### src/rtl/writeback_regfile_pkg.sv
// Shared architectural constants for the writeback, execute and decode stages.
// Latency: n/a (constants and a pure helper function only).
// Backpressure: n/a.
package writeback_regfile_pkg;

    // CPSR flag bit positions and mode field.
    localparam int CPSR_N      = 31;
    localparam int CPSR_Z      = 30;
    localparam int CPSR_C      = 29;
    localparam int CPSR_V      = 28;
    localparam int CPSR_MODE_HI = 4;
    localparam int CPSR_MODE_LO = 0;

    // Register index constants.
    localparam logic [3:0] R_LR = 4'hE;
    localparam logic [3:0] R_PC = 4'hF;

    // SVC mode with IRQ and FIQ masked.
    localparam logic [31:0] DEFAULT_RESET_CPSR = 32'h000000D3;

    // Branch targets are word aligned; the low two bits of an r15 write are dropped.
    function automatic logic [31:0] align_word(input logic [31:0] addr);
        return {addr[31:2], 2'b00};
    endfunction

endpackage

### src/rtl/writeback_regfile_bank.sv
// 15x32 register storage (r0-r14), one write port, three asynchronous read ports.
// Latency: write visible on read ports the cycle after the write edge; reads are combinational.
// Backpressure: none; caller gates the write enable.
// Ports: clk/rst_n, we/waddr/wdata write port, raddr0..2 -> rdata0..2 read ports.
module regfile_bank
    import writeback_regfile_pkg::*;
(
    input  logic        clk,
    input  logic        rst_n,
    input  logic        we,
    input  logic [3:0]  waddr,
    input  logic [31:0] wdata,
    input  logic [3:0]  raddr0,
    input  logic [3:0]  raddr1,
    input  logic [3:0]  raddr2,
    output logic [31:0] rdata0,
    output logic [31:0] rdata1,
    output logic [31:0] rdata2
);

    logic [31:0] mem [0:14];

    always_ff @(posedge clk or negedge rst_n) begin
        if (!rst_n) begin
            for (int i = 0; i < 15; i++) begin
                mem[i] <= '0;
            end
        end else if (we && (waddr != R_PC)) begin
            mem[waddr] <= wdata;
        end
    end

    // r15 has no storage; the parent substitutes the PC value for that index.
    assign rdata0 = (raddr0 == R_PC) ? '0 : mem[raddr0];
    assign rdata1 = (raddr1 == R_PC) ? '0 : mem[raddr1];
    assign rdata2 = (raddr2 == R_PC) ? '0 : mem[raddr2];

endmodule

### src/rtl/writeback_regfile.sv
// Writeback stage: commits execute results to r0-r14/CPSR, r15 writes become a registered redirect.
// Latency: 1 cycle to architectural state; read ports are combinational with same-cycle bypass.
// Backpressure: stall freezes all state (including a pending redirect); the slot behind a redirect is squashed.
// Ports: clk/Nrst; stall, inbubble, write_reg/num/data, incpsr from execute; read_pc and rd_num0..2 from
//        decode with rd_data0..2 returned; cpsr architectural flags; jmp/jmppc redirect to fetch.
module writeback_regfile
    import writeback_regfile_pkg::*;
#(
    parameter logic [31:0] RESET_CPSR     = DEFAULT_RESET_CPSR,
    parameter logic [31:0] PC_READ_OFFSET = 32'h8
) (
    input  logic        clk,
    input  logic        Nrst,
    input  logic        stall,
    input  logic        inbubble,
    input  logic        write_reg,
    input  logic [3:0]  write_num,
    input  logic [31:0] write_data,
    input  logic [31:0] incpsr,
    input  logic [31:0] read_pc,
    input  logic [3:0]  rd_num0,
    input  logic [3:0]  rd_num1,
    input  logic [3:0]  rd_num2,
    output logic [31:0] rd_data0,
    output logic [31:0] rd_data1,
    output logic [31:0] rd_data2,
    output logic [31:0] cpsr,
    output logic        jmp,
    output logic [31:0] jmppc
);

    // While jmp is high the incoming slot is wrong-path and must not commit.
    logic        commit;
    logic        byp_vld;
    logic        bank_we;
    logic [31:0] pc_rd_dat;
    logic [31:0] bank_dat0, bank_dat1, bank_dat2;

    assign commit    = !stall && !inbubble && !jmp;
    assign byp_vld   = commit && write_reg;
    assign bank_we   = byp_vld && (write_num != R_PC);
    assign pc_rd_dat = read_pc + PC_READ_OFFSET;

    regfile_bank u_bank (
        .clk    (clk),
        .rst_n  (Nrst),
        .we     (bank_we),
        .waddr  (write_num),
        .wdata  (write_data),
        .raddr0 (rd_num0),
        .raddr1 (rd_num1),
        .raddr2 (rd_num2),
        .rdata0 (bank_dat0),
        .rdata1 (bank_dat1),
        .rdata2 (bank_dat2)
    );

    // r15 wins over bypass, so a same-cycle r15 write never shows up as PC read data.
    assign rd_data0 = (rd_num0 == R_PC) ? pc_rd_dat :
                      (byp_vld && (write_num == rd_num0)) ? write_data : bank_dat0;
    assign rd_data1 = (rd_num1 == R_PC) ? pc_rd_dat :
                      (byp_vld && (write_num == rd_num1)) ? write_data : bank_dat1;
    assign rd_data2 = (rd_num2 == R_PC) ? pc_rd_dat :
                      (byp_vld && (write_num == rd_num2)) ? write_data : bank_dat2;

    always_ff @(posedge clk or negedge Nrst) begin
        if (!Nrst) begin
            cpsr  <= RESET_CPSR;
            jmp   <= 1'b0;
            jmppc <= '0;
        end else if (!stall) begin
            if (jmp) begin
                // Redirect lasts exactly one unstalled cycle; jmppc keeps its last target.
                jmp <= 1'b0;
            end else if (!inbubble) begin
                cpsr <= incpsr;
                if (write_reg && (write_num == R_PC)) begin
                    jmp   <= 1'b1;
                    jmppc <= align_word(write_data);
                end
            end
        end
    end

endmodule

### config.mk
export PLATFORM = sky130hd
export DESIGN_NAME = writeback_regfile
export DESIGN_NICKNAME = d
export VERILOG_FILES = /design/src/rtl/writeback_regfile_pkg.sv /design/src/rtl/writeback_regfile_bank.sv /design/src/rtl/writeback_regfile.sv
export SDC_FILE = /design/constraint.sdc
export NUM_CORES = 2
export LEC_CHECK = 0
export ABC_CLOCK_PERIOD_IN_PS = 6750
export CAP_MARGIN = 20
export CORE_ASPECT_RATIO = 0.9
export CORE_UTILIZATION = 30
export DETAILED_ROUTE_END_ITERATION = 16
export GPL_TIMING_DRIVEN = 0
export MAX_ROUTING_LAYER = met4
export PLACE_DENSITY = 0.5
export SLEW_MARGIN = 10
export SYNTH_ARGS = -nofsm -noshare
export SYNTH_HDL_FRONTEND = slang
export SYNTH_SLANG_ARGS = --single-unit
### constraint.sdc
create_clock -name clk -period 6.75 [get_ports clk]
set_input_delay 1.35 -clock clk [delete_from_list [all_inputs] [get_ports clk]]
set_output_delay 1.35 -clock clk [all_outputs]
set_load 0.05 [all_outputs]
Word-level counts from Yosys, hierarchy flattened
Cells that the tools add are included.

Mux-type cells: 21. Eq/ne operators: 8. Reduce and logical (&&, ||, !) cells: 15. $lt $le $gt $ge: 5. Bitwise gates (word level): 7. Add/sub/neg operators: 1.

Operators with widths (number): bitwise mux 480 bit (1); 2-to-1 mux 32 bit (13); binary-select mux 32 bit (select 4 bit) (3); demux 32 bit (select 4 bit) (1); adder 32 x 4 -> 32 bit, second input constant (1); >= comparator 5 bit, second input constant (4); inverter 4 -> 5 bit (4); equality test 4 bit, second input constant (4); equality test 4 bit (3); logical AND 1 bit (10); less-than comparator 5 x 1 -> 1 bit, second input constant (1); != test 4 bit, second input constant (1); AND reduction 4 bit (1); logical NOT 1 bit (3); 2-to-1 mux 1 bit (3); inverter 1 bit (3); AND reduction 3 bit (1).

Bits of input ports: 117. Bits in registers: 543. Output and inout bits: 161. Word-level logic and storage cells: 75.

Depth between registers and ports, before layout
Depth in word-level cells: 7. Gate-level depth with buffers: 9. Depth with buffers taken out: 6.

By module
A second synthesis with hierarchy kept.

Cell total of the unflattened synthesis: 2921. Area total of the unflattened synthesis: 34954.8 um^2.

By module, submodules not included: regfile_bank (cells each 2427, area each 29838.6 um^2, instances 1, seq. area each 12011.5 um^2); writeback_regfile (cells each 494, area each 5116.2 um^2, instances 1, seq. area each 1582.8 um^2).

Worst setup path before layout
OpenSTA, ideal clock, no wires.

Path kind: input-to-output. Start: in rd_num2[0]. End: out rd_data2[15]. Data arrival time: 3.919 ns. Data required time: 5.400 ns. Path slack: 1.481 ns. Path buffers: 3. Cell stages on the path: 7. Cell sequence: buf_2 -> buf_4 -> xor2_1 -> nor4_1 -> a21oi_1 -> clkbuf_1 -> a221oi_1.

Word-level cells in the longest chain between the ends: 6. Elaborated cells between the ends (all ways): 9. Those cells by class: eq/ne: 2; mux: 5; bitwise: 1; reduce/logical: 1.

Ends and longest elaborated chain: start: declaration (RTL line writeback_regfile.sv:23) `input logic [3:0] rd_num2,`; inverter 4 -> 5 bit (not written as such) (RTL line writeback_regfile_bank.sv:36) `assign rdata2 = (raddr2 == R_PC) ? '0 : mem[raddr2];`; binary-select mux 32 bit (select 4 bit) (RTL line writeback_regfile_bank.sv:36); 2-to-1 mux 32 bit (not written as such) (2 in a row) (RTL line writeback_regfile_bank.sv:36); 2-to-1 mux 32 bit (RTL line writeback_regfile.sv:64) `(byp_vld && (write_num == rd_num2)) ? write_data : bank_dat2;`; 2-to-1 mux 32 bit (*) (RTL line writeback_regfile.sv:63) `assign rd_data2 = (rd_num2 == R_PC) ? pc_rd_dat :`; end: declaration (RTL line writeback_regfile.sv:26) `output logic [31:0] rd_data2,`.

Mark *: on every way between the ends. The rest lies on a longest branch, timed or not. The select of a mux whose other input is x is not followed.

Worst setup path after layout
Start: in write_num[1]. End: out rd_data1[13].

Word-level cells in the longest chain between the ends: 4.

Ends and longest elaborated chain: start: declaration (RTL line writeback_regfile.sv:17) `input logic [3:0] write_num,`; equality test 4 bit (RTL line writeback_regfile.sv:62) `(byp_vld && (write_num == rd_num1)) ? write_data : bank_dat1;`; logical AND 1 bit (RTL line writeback_regfile.sv:62); 2-to-1 mux 32 bit (RTL line writeback_regfile.sv:62); 2-to-1 mux 32 bit (RTL line writeback_regfile.sv:61) `assign rd_data1 = (rd_num1 == R_PC) ? pc_rd_dat :`; end: declaration (RTL line writeback_regfile.sv:25) `output logic [31:0] rd_data1,`.

No other way between the ends.

==> results_dict.tcl <==
set metrics [dict create \
    outcome "complete, but fails checks" \
    violations "DRC, setup timing" \
    dieArea_um2 114000 \
    start_util_pct 30.3 \
    hold_depth 1 \
    ant_nets 0 \
    cp_max_fo 10 \
    synth_compound_gate_area_share_pct 9.59 \
    yosys.area.top_type "dfrtp_1" \
    gp_congestion 0.989 \
    cts.sinks 543 \
    synth_edf_count 0 \
    synth_seq_cells 543 \
    final_hold_viol_count 0 \
    antenna_found_initial 6 \
    drt_wl_total_mm 164 \
    die_x_um 356 \
    drive_gt1_share_pct 37.6 \
    grt_pass1_wl_mm 224 \
    min_to "jmppc[7]" \
    core-area_um2 111000 \
    cts.clk_slew.worst_paths_ps 60 \
    drtIter0Drc 3843 \
    rows 116 \
    grt-ovfl-total 0 \
    insertion_delay_ps 630 \
    htree_levels 3 \
    hp-start "jmppc[7]" \
    synthArstFlopShare_pct 100 \
    synth_top_area_share_pct 39.8 \
    cp_data_arrival_time_ps 5540 \
    p_per_area_nw_per_um2 269 \
    muxShareOfSynthArea_pct 40.8 \
    place_area_um2 38500 \
    final_nets 3068 \
    final_cell_mix "dfrtp_1 (538), mux2_2 (522), mux4_2 (268)" \
    design_area_um2 41100 \
    die-height_um 321 \
    grt_max_degree 103 \
    setup_viol 19 \
    cts_tree "done" \
    final_common_cell "dfrtp_1" \
    via_per_inst 6.16 \
    drv_slew 0 \
    num_vias 27600 \
    maxCapViolCount 0 \
    fin_ws_ps -138 \
    hold_buffers 0 \
    grtUsageTotal_pct 29.1 \
    rsz0062_at_grt "no" \
    finalClockSkew_ps 18.7 \
    layout-area-overhead-vs-synth_pct 21.5 \
    cp-start-kind "input pin" \
    synth.distinct_cells 54 \
    worst-setup-path-type "in -> out" \
    fmax_mhz 145 \
    io_pins 278 \
    min_period_ps 6890 \
    ys_seq_area_share_pct 40.2 \
    synthFlopType "dfrtp_1" \
    synth.area.top_cells "dfrtp_1 (40%), mux4_2 (18%), mux2_2 (17%)" \
    hold_path_class "reg -> reg" \
    ir_drop_v 0.000153 \
    fin_crit_sh_pct 102 \
    worst_setup_path_end_kind "primary output" \
    synth-simple-area-share_pct 4.16 \
    first_global_vias 27200 \
    detailed_place_hpwl_mm 114 \
    synth_area_um2 33800 \
    required_ps 5400 \
    drc 20 \
    final_cells 4485 \
    yosys.area_share.xor_xnor_pct 1.01 \
    max_slew_margin_pct 15.3 \
    synthAdderAreaFrac_pct 0.0370 \
    regToRegEndpoint "u_bank.mem[138]" \
    place_ws_ps -906 \
    cts-root-buf "clkbuf_16" \
    io_buffers 235 \
    place_inst 4352 \
    tightest_slew_ps 1270 \
    synth_warnings 0 \
    firstDrtPassIters 14 \
    leakagePower_nw 17.4 \
    wire_per_inst_um 36.5 \
    synth_top_family_by_area "multiplexers" \
    cts_made_buffers 69 \
    avgSynthCellArea_um2 12.9 \
    cts_buffer_depth 3 \
    worst_r2r_path_depth 7 \
    final_util_pct 36.9 \
    synth_cells 2613 \
    r2r-start "jmp" \
    r2r_setup_slack_ps 3440 \
]
## state kept, by name, indices dropped and copies added (netlist names)
register and flops:
jmppc 30, jmp 1, u_bank.mem 480, cpsr 32
## synth_stat cells (7+ instances only)
library cell,count
clkbuf_1,131
o2bb2ai_1,9
a22oi_1,86
o221a_2,11
a31oi_1,17
buf_2,95
and3_1,26
a2bb2oi_1,34
a211oi_1,25
nand4_1,10
mux4_2,268
mux2i_1,163
nand2_1,93
o21ai_0,73
nor2_1,65
xor2_1,25
buf_1,46
nor3_1,7
o22ai_1,13
a22o_1,37
o211ai_1,24
mux2_1,23
nor4_1,9
inv_1,20
nor2b_1,13
xnor2_1,14
o211a_1,10
dfrtp_1,538
clkbuf_2,10
o221ai_1,33
buf_4,19
a221oi_1,22
nand3_1,42
mux2_2,522
a21oi_1,44
## per-layer routing
metal  GRT usage [%]  vias to the layer above  wire [um]
li1                -                    10900          -
met1            38.3                    14600      67100
met2            41.0                     1749      70100
met3            9.29                      366      18400
met4            12.4                        0       8060
met5               -                        -          0
## power by group
| part | total [mW] | internal [mW] | switching (mW) | leakage (nW) |
|---|---|---|---|---|
| sequential | 4.11 | 3.70 | 0.414 | 7.16 |
| clock | 4.00 | 2.42 | 1.58 | 1.19 |
| combinational | 2.95 | 1.29 | 1.65 | 9.09 |
## cell type report
type | count | area (um^2)
Inverter | 20 | 75.1
Buffer | 297 | 1370
Tap cell | 1475 | 1850
Clock inverter | 28 | 355
Sequential cell | 543 | 13600
Clock buffer | 97 | 2050
Fill cell | 11000 | 70400
Timing Repair Buffer | 269 | 2890
Antenna cell | 6 | 15.0
Multi-Input combinational cell | 1750 | 18900
## worst max-delay path, cell delays in order
cell	delay, ps
clkdlybuf4s50_1	760
buf_2	370
xor2_1	180
nor2_1	80
a31oi_2	600
buf_2	530
buf_2	510
a31oi_1	320
clkdlybuf4s50_1	790
## stage by stage
stage	TNS, ps	hold WS, ps	power [mW]
3_3_place_gp	-	477	7.01
2_1_floorplan	0	488	5.94
3_5_place_dp	-32200	489	7.05
6_report	-1070	499	11.1
5_1_grt	0	512	11.4
4_1_cts	0	502	11.1
## timing repair
item | CTS | global route
pin swaps | 3 | 0
resized for setup | 34 | 15
setup buffers | 2 | 0
setup endpoints to repair | 86 | 17
## worst max-delay path by stage
stage,to,depth (start not counted),slack [ps],start
2_1_floorplan,rd_data2[15],7,1480,rd_num2[0]
3_3_place_gp,jmppc[26],1,-22010,Nrst
3_5_place_dp,rd_data1[19],9,-910,rd_num1[3]
4_1_cts,rd_data0[16],8,0.4,rd_num0[0]
5_1_grt,rd_data1[0],8,2,rd_num1[2]
6_report,rd_data1[13],9,-140,write_num[1]
## cell families (layout without fill, tap and decap cells)
logic type | Yosys count | after routing
muxes | 976 | 976
DFF | 543 | 543
AOI/OAI and AO/OA | 444 | 444
buffers and inverters | 321 | 711
and+or+nand+nor | 288 | 288
xor gates and xnor gates | 39 | 39
adders and majority gates | 1 | 1
other | 1 | 8
(Power assumes the default switching activity.)
==> edit 1, RTL diff (config.mk and constraints unchanged) <==
Reset style: synchronous (`Nrst` and `rst_n`), changed in 2 clocked blocks. Comments in the files are not updated.
--- a/src/rtl/writeback_regfile_bank.sv
+++ b/src/rtl/writeback_regfile_bank.sv
@@ -22,3 +22,3 @@
 
-    always_ff @(posedge clk or negedge rst_n) begin
+    always_ff @(posedge clk) begin
         if (!rst_n) begin
--- a/src/rtl/writeback_regfile.sv
+++ b/src/rtl/writeback_regfile.sv
@@ -65,3 +65,3 @@
 
-    always_ff @(posedge clk or negedge Nrst) begin
+    always_ff @(posedge clk) begin
         if (!Nrst) begin
Behaviour: not the same (Yosys sat finds a counterexample within 4 cycles, from zero or initial values and one cycle with Nrst low; the reset may be asserted at any time).
==> edit 1 against the unedited design <==
- largest cell class unchanged
- combinational power decreased by 21%
- via count increased by 1.1%
- area after synthesis increased by 6.0%
- setup slack improved by 0.041 ns
- synthesized cell count increased by 3.8%
- global-route usage decreased by 0.25 points
- highest routed layer unchanged
- sequential cell count increased by 32
- sequential power increased by 2%
- cell area increased by 6.8%
- register-to-register slack got worse by 0.99 ns
- power decreased by 5.8%
- routed wire length increased by 5.1%
- the flow finishes with violations (negative setup slack)
- die area increased by 5.9%
- utilization increased by 0.41 points
==> edit 1: results (changes against the unedited design) <==
failing checks = negative setup slack (was design-rule violations, negative setup slack)
routed length per instance = 36.2 µm (was 36.5 µm)
Clk pin slew, worst setup/hold paths = 0.06 ns (about the same)
Port Buf Inserts = 264 (was 235)
Total GRT Usage = 28.9% (was 29.1%)
TNS Setup = -0.286 ns (was -1.07 ns)
worst setup margin = -0.0969 ns (was -0.138 ns)
Setup Skew = 0.0255 ns (was 0.0187 ns)
setup violators final = 5 (was 19)
routability congestion estimate = 1.00 (was 0.989)
maximum vdd drop = 0.181 mV (was 0.153 mV)
vias in the first global route = 26900 (was 27200)
Post-synth ARST share = 0% (was 100%)
Post-synth EDFFs = 512 (was 0)
H-tree levels = 3 (unchanged)
CTS Buffer Depth = 3 (unchanged)
first-pass GRT wire length = 231000 µm (was 224000 µm)
Pleak = 0.0150 µW (was 0.0174 µW)
status = finished, violations left (unchanged)
first-pass detailed-route iteration total = 6 (was 14)
worst-path fanout max = 11 (was 10)
Netlist cell types = 48 (was 54)
top post-synthesis cells by area = edfxtp_1, mux4_2, and2_1 (was dfrtp_1, mux4_2, mux2_2)
top cells by count, synth = edfxtp_1, and2_1, mux4_2, nor2_1, clkbuf_1 (was dfrtp_1, mux2_2, mux4_2, mux2i_1, clkbuf_1)
Post-CTS Setup Repair Bufs = 0 (was 2)
CTS Buf Count = 72 (was 69)
Hold Crit Class = flip-flop to flip-flop (unchanged)
Vias/cell = 5.88 (was 6.16)
Top Registers = u_bank.mem: 512 flops, cpsr: 32 flops, jmppc: 30 flops (was u_bank.mem: 480 flops, cpsr: 32 flops, jmppc: 30 flops)
initial antenna violation count = 18 (was 6)
Worst-Skew Late Latency = 0.67 ns (was 0.63 ns)
post-DP HPWL = 129000 µm (was 114000 µm)
layout cells sized above 1 = 23.9% (was 37.6%)
Syn. warnings = 0 (unchanged)
Int Pwr = 7120 µW (was 7410 µW)
Initial DRC Count = 4404 (was 3843)
largest net degree at the start of global routing = 33 (was 103)
Slew Limit Headroom = 13.6% (was 15.3%)
final net count = 3233 (was 3068)
sequential fraction of the synthesis area = 46.4% (was 40.2%)
root buffer cell = clkbuf_16 (unchanged)
filler cell count in the final layout = 11400 (was 11000)
Critical Path AT = 5.50 ns (was 5.54 ns)
edit 1: critical path, cell delays in order:
cell	delay, ns
clkdlybuf4s50_1	0.70
buf_2	0.43
clkbuf_4	0.48
buf_2	0.48
mux2i_1	0.56
nor2_1	0.13
a211oi_1	0.45
a221oi_1	0.12
clkdlybuf4s50_1	0.76
edit 1: metal layers:
| layer | track usage (%) | wire, µm | vias to the layer above |
|---|---|---|---|
| met5 | - | 0 | - |
| met4 | 10.2 | 6870 | 0 |
| met3 | 9.94 | 21800 | 306 |
| met2 | 40.5 | 72100 | 1922 |
| met1 | 38.5 | 71100 | 14400 |
| li1 | - | - | 11200 |
edit 1: worst paths after layout:
| check | startpoint | end | slack, ns | depth (start not counted) |
|---|---|---|---|---|
| worst max-delay path | rd_num1[2] | rd_data1[24] | -0.1 | 9 |
| worst min-delay path | cpsr[16] | cpsr[16] | 0.46 | 2 |
| worst max register to register | jmp | u_bank.mem[2][11] | 2.45 | 5 |
| worst min register to register | cpsr[16] | cpsr[16] | 0.46 | 2 |
edit 1: kinds of logic after synthesis:
family | synth area share (%)
AOI/OAI and AO/OA | 6.55
xor gates and xnor gates | 0.953
adders and majority gates | 0.0349
buffers and inverters | 3.92
DFF | 46.4
muxes | 28.3
other | 0.0105
and+or+nand+nor | 13.8
edit 1: timing repair:
action,in CTS,in global routing
hold endpoints to repair,0,0
resized for setup,51,17
endpoints found under the setup margin,51,17
edit 1: power by group through the flow:
stage               sequential (µW)  clock, µW  combinational [µW]
global placement               4280          0                2210
global route                   4220       4050                2380
CTS                            4190       3930                2270
floorplan                      4250          0                1270
detailed placement             4260          0                2260
finish                         4190       3890                2330
edit 1: through the flow:
stage / power (µW) / setup WS, ns / instance area [µm²] / instances
after global placement: 6490 / -3.20 / 40600 / 4581
after floorplan: 5520 / 1.49 / 36000 / 2744
after CTS: 10400 / 0.0146 / 43800 / 4742
final: 10400 / -0.0969 / 43900 / 4748
after global routing: 10600 / 0.00208 / 43900 / 4745
after detailed placement: 6520 / -1.11 / 41400 / 4615
edit 1: area by class of cell:
class,instances,area share [%]
Tap cell,1573,4.48
Multi-Input combinational cell,1869,41.5
Clock inverter,43,0.810
Timing Repair Buffer,300,7.67
Clock buffer,86,4.32
Buffer,297,3.25
Antenna cell,5,0.0285
Sequential cell,575,37.9
==> edit 2, RTL diff (same settings) <==
Without the edit above. `PC_READ_OFFSET`: 32'h8 -> 32'h7.
--- a/src/rtl/writeback_regfile.sv
+++ b/src/rtl/writeback_regfile.sv
@@ -9,3 +9,3 @@
     parameter logic [31:0] RESET_CPSR     = DEFAULT_RESET_CPSR,
-    parameter logic [31:0] PC_READ_OFFSET = 32'h8
+    parameter logic [31:0] PC_READ_OFFSET = 32'h7
 ) (
Formal check against the unedited RTL: not equivalent (Yosys sat finds a counterexample within 4 cycles, from zero or initial values and one cycle with Nrst low).
==> edit 2 against the unedited design <==
- non-clock buffer count grew 17
- sequential cell count unchanged
- power is 2.7% higher
- setup slack worse by 0.0079 ns
- cell area rose by 1.1%
- critical endpoint is now rd_data1[9]
- routed wire length increased by 5.3%
- area after synthesis up 0.40%
- largest cell class unchanged
- via count grew 2.9%
- the run ends with negative setup slack left
==> edit 2: results (changes against the unedited design) <==
status = finished, violations left (unchanged)
failing checks = negative setup slack (was design-rule violations, negative setup slack)
Hold WS = 0.502 ns (was 0.499 ns)
hold worst-path end = jmppc[21] (was jmppc[7])
critical path startpoint = stall (was write_num[1])
first-pass GRT wire length = 233000 µm (was 224000 µm)
pre-CTS WS = -1.17 ns (was -0.906 ns)
Total GRT Usage = 30.5% (was 29.1%)
Clock Power Share = 36.6% (was 36.2%)
Worst R2R Path Depth = 5 (was 7)
routability congestion estimate = 1.01 (was 0.989)
GR met3 Demand/Resource = 10.0% (was 9.29%)
layout cells sized above 1 = 38.1% (was 37.6%)
Post-CTS Setup Repair Bufs = 0 (was 2)
R2R Path End = u_bank.mem[477] (was u_bank.mem[138])
routed length per instance = 38.5 µm (was 36.5 µm)
worst setup margin = -0.146 ns (was -0.138 ns)
met3 WL = 20600 µm (was 18400 µm)
filler cell count in the final layout = 10800 (was 11000)
XOR/XNOR Fraction of Synth Area = 1.08% (was 1.01%)
power per cell area = 274 nW/µm² (was 269 nW/µm²)
setup violators final = 6 (was 19)
sequential fraction of the synthesis area = 40.0% (was 40.2%)
Hold Crit Start = jmppc[21] (was jmppc[7])
R2R setup slack = 3.42 ns (was 3.44 ns)
initial antenna violation count = 12 (was 6)
CTS Buf Count = 70 (was 69)
Netlist cell types = 58 (was 54)
Setup Skew = 0.0316 ns (was 0.0187 ns)
DR WL met2 = 75000 µm (was 70100 µm)
top cells by count, synth = dfrtp_1, mux2_2, mux4_2, clkbuf_1, mux2i_1 (was dfrtp_1, mux2_2, mux4_2, mux2i_1, clkbuf_1)
Sequential Power Share = 36.2% (was 37.2%)
top post-synthesis cells by area = dfrtp_1, mux4_2, mux2_2 (unchanged)
post-DP HPWL = 123000 µm (was 114000 µm)
Synth Area in Compound Gates = 11.3% (was 9.59%)
Post-Route M1 WL = 67600 µm (was 67100 µm)
met1 usage in global routing = 38.8% (was 38.3%)
Worst-Skew Late Latency = 0.66 ns (was 0.63 ns)
Post-Synth Adder-Cell Area = 0.0369% (was 0.0370%)
Critical Path Sink = rd_data1[9] (was rd_data1[13])
Port Buf Inserts = 230 (was 235)
Initial DRC Count = 3916 (was 3843)
-- edit 2: cell count changes in the layout (fill, tap and decap cells not counted), sizes merged, moves of 35 or more --
cell,before,now
o2bb2ai,9,67
a22o,37,72
a221o,0,55
a21oi,44,79
mux2i,163,116
o21ai,73,35
-- edit 2: final cells by class --
| cell class | instances | share of cell area [%] |
|---|---|---|
| Multi-Input combinational cell | 1709 | 45.8 |
| Sequential cell | 543 | 32.7 |
| Timing Repair Buffer | 276 | 7.28 |
| Clock buffer | 99 | 5.00 |
| Tap cell | 1475 | 4.45 |
| Buffer | 307 | 3.40 |
| Clock inverter | 30 | 1.04 |
| Inverter | 15 | 0.136 |
| Antenna cell | 19 | 0.115 |
-- edit 2: through the flow --
step	cell area (µm²)	util [%]	cells
global placement	38100	34.1	4283
floorplan	34000	-	2578
CTS	41300	37.0	4447
global route	41500	37.1	4464
finish	41500	37.1	4473
detailed placement	38700	34.7	4321
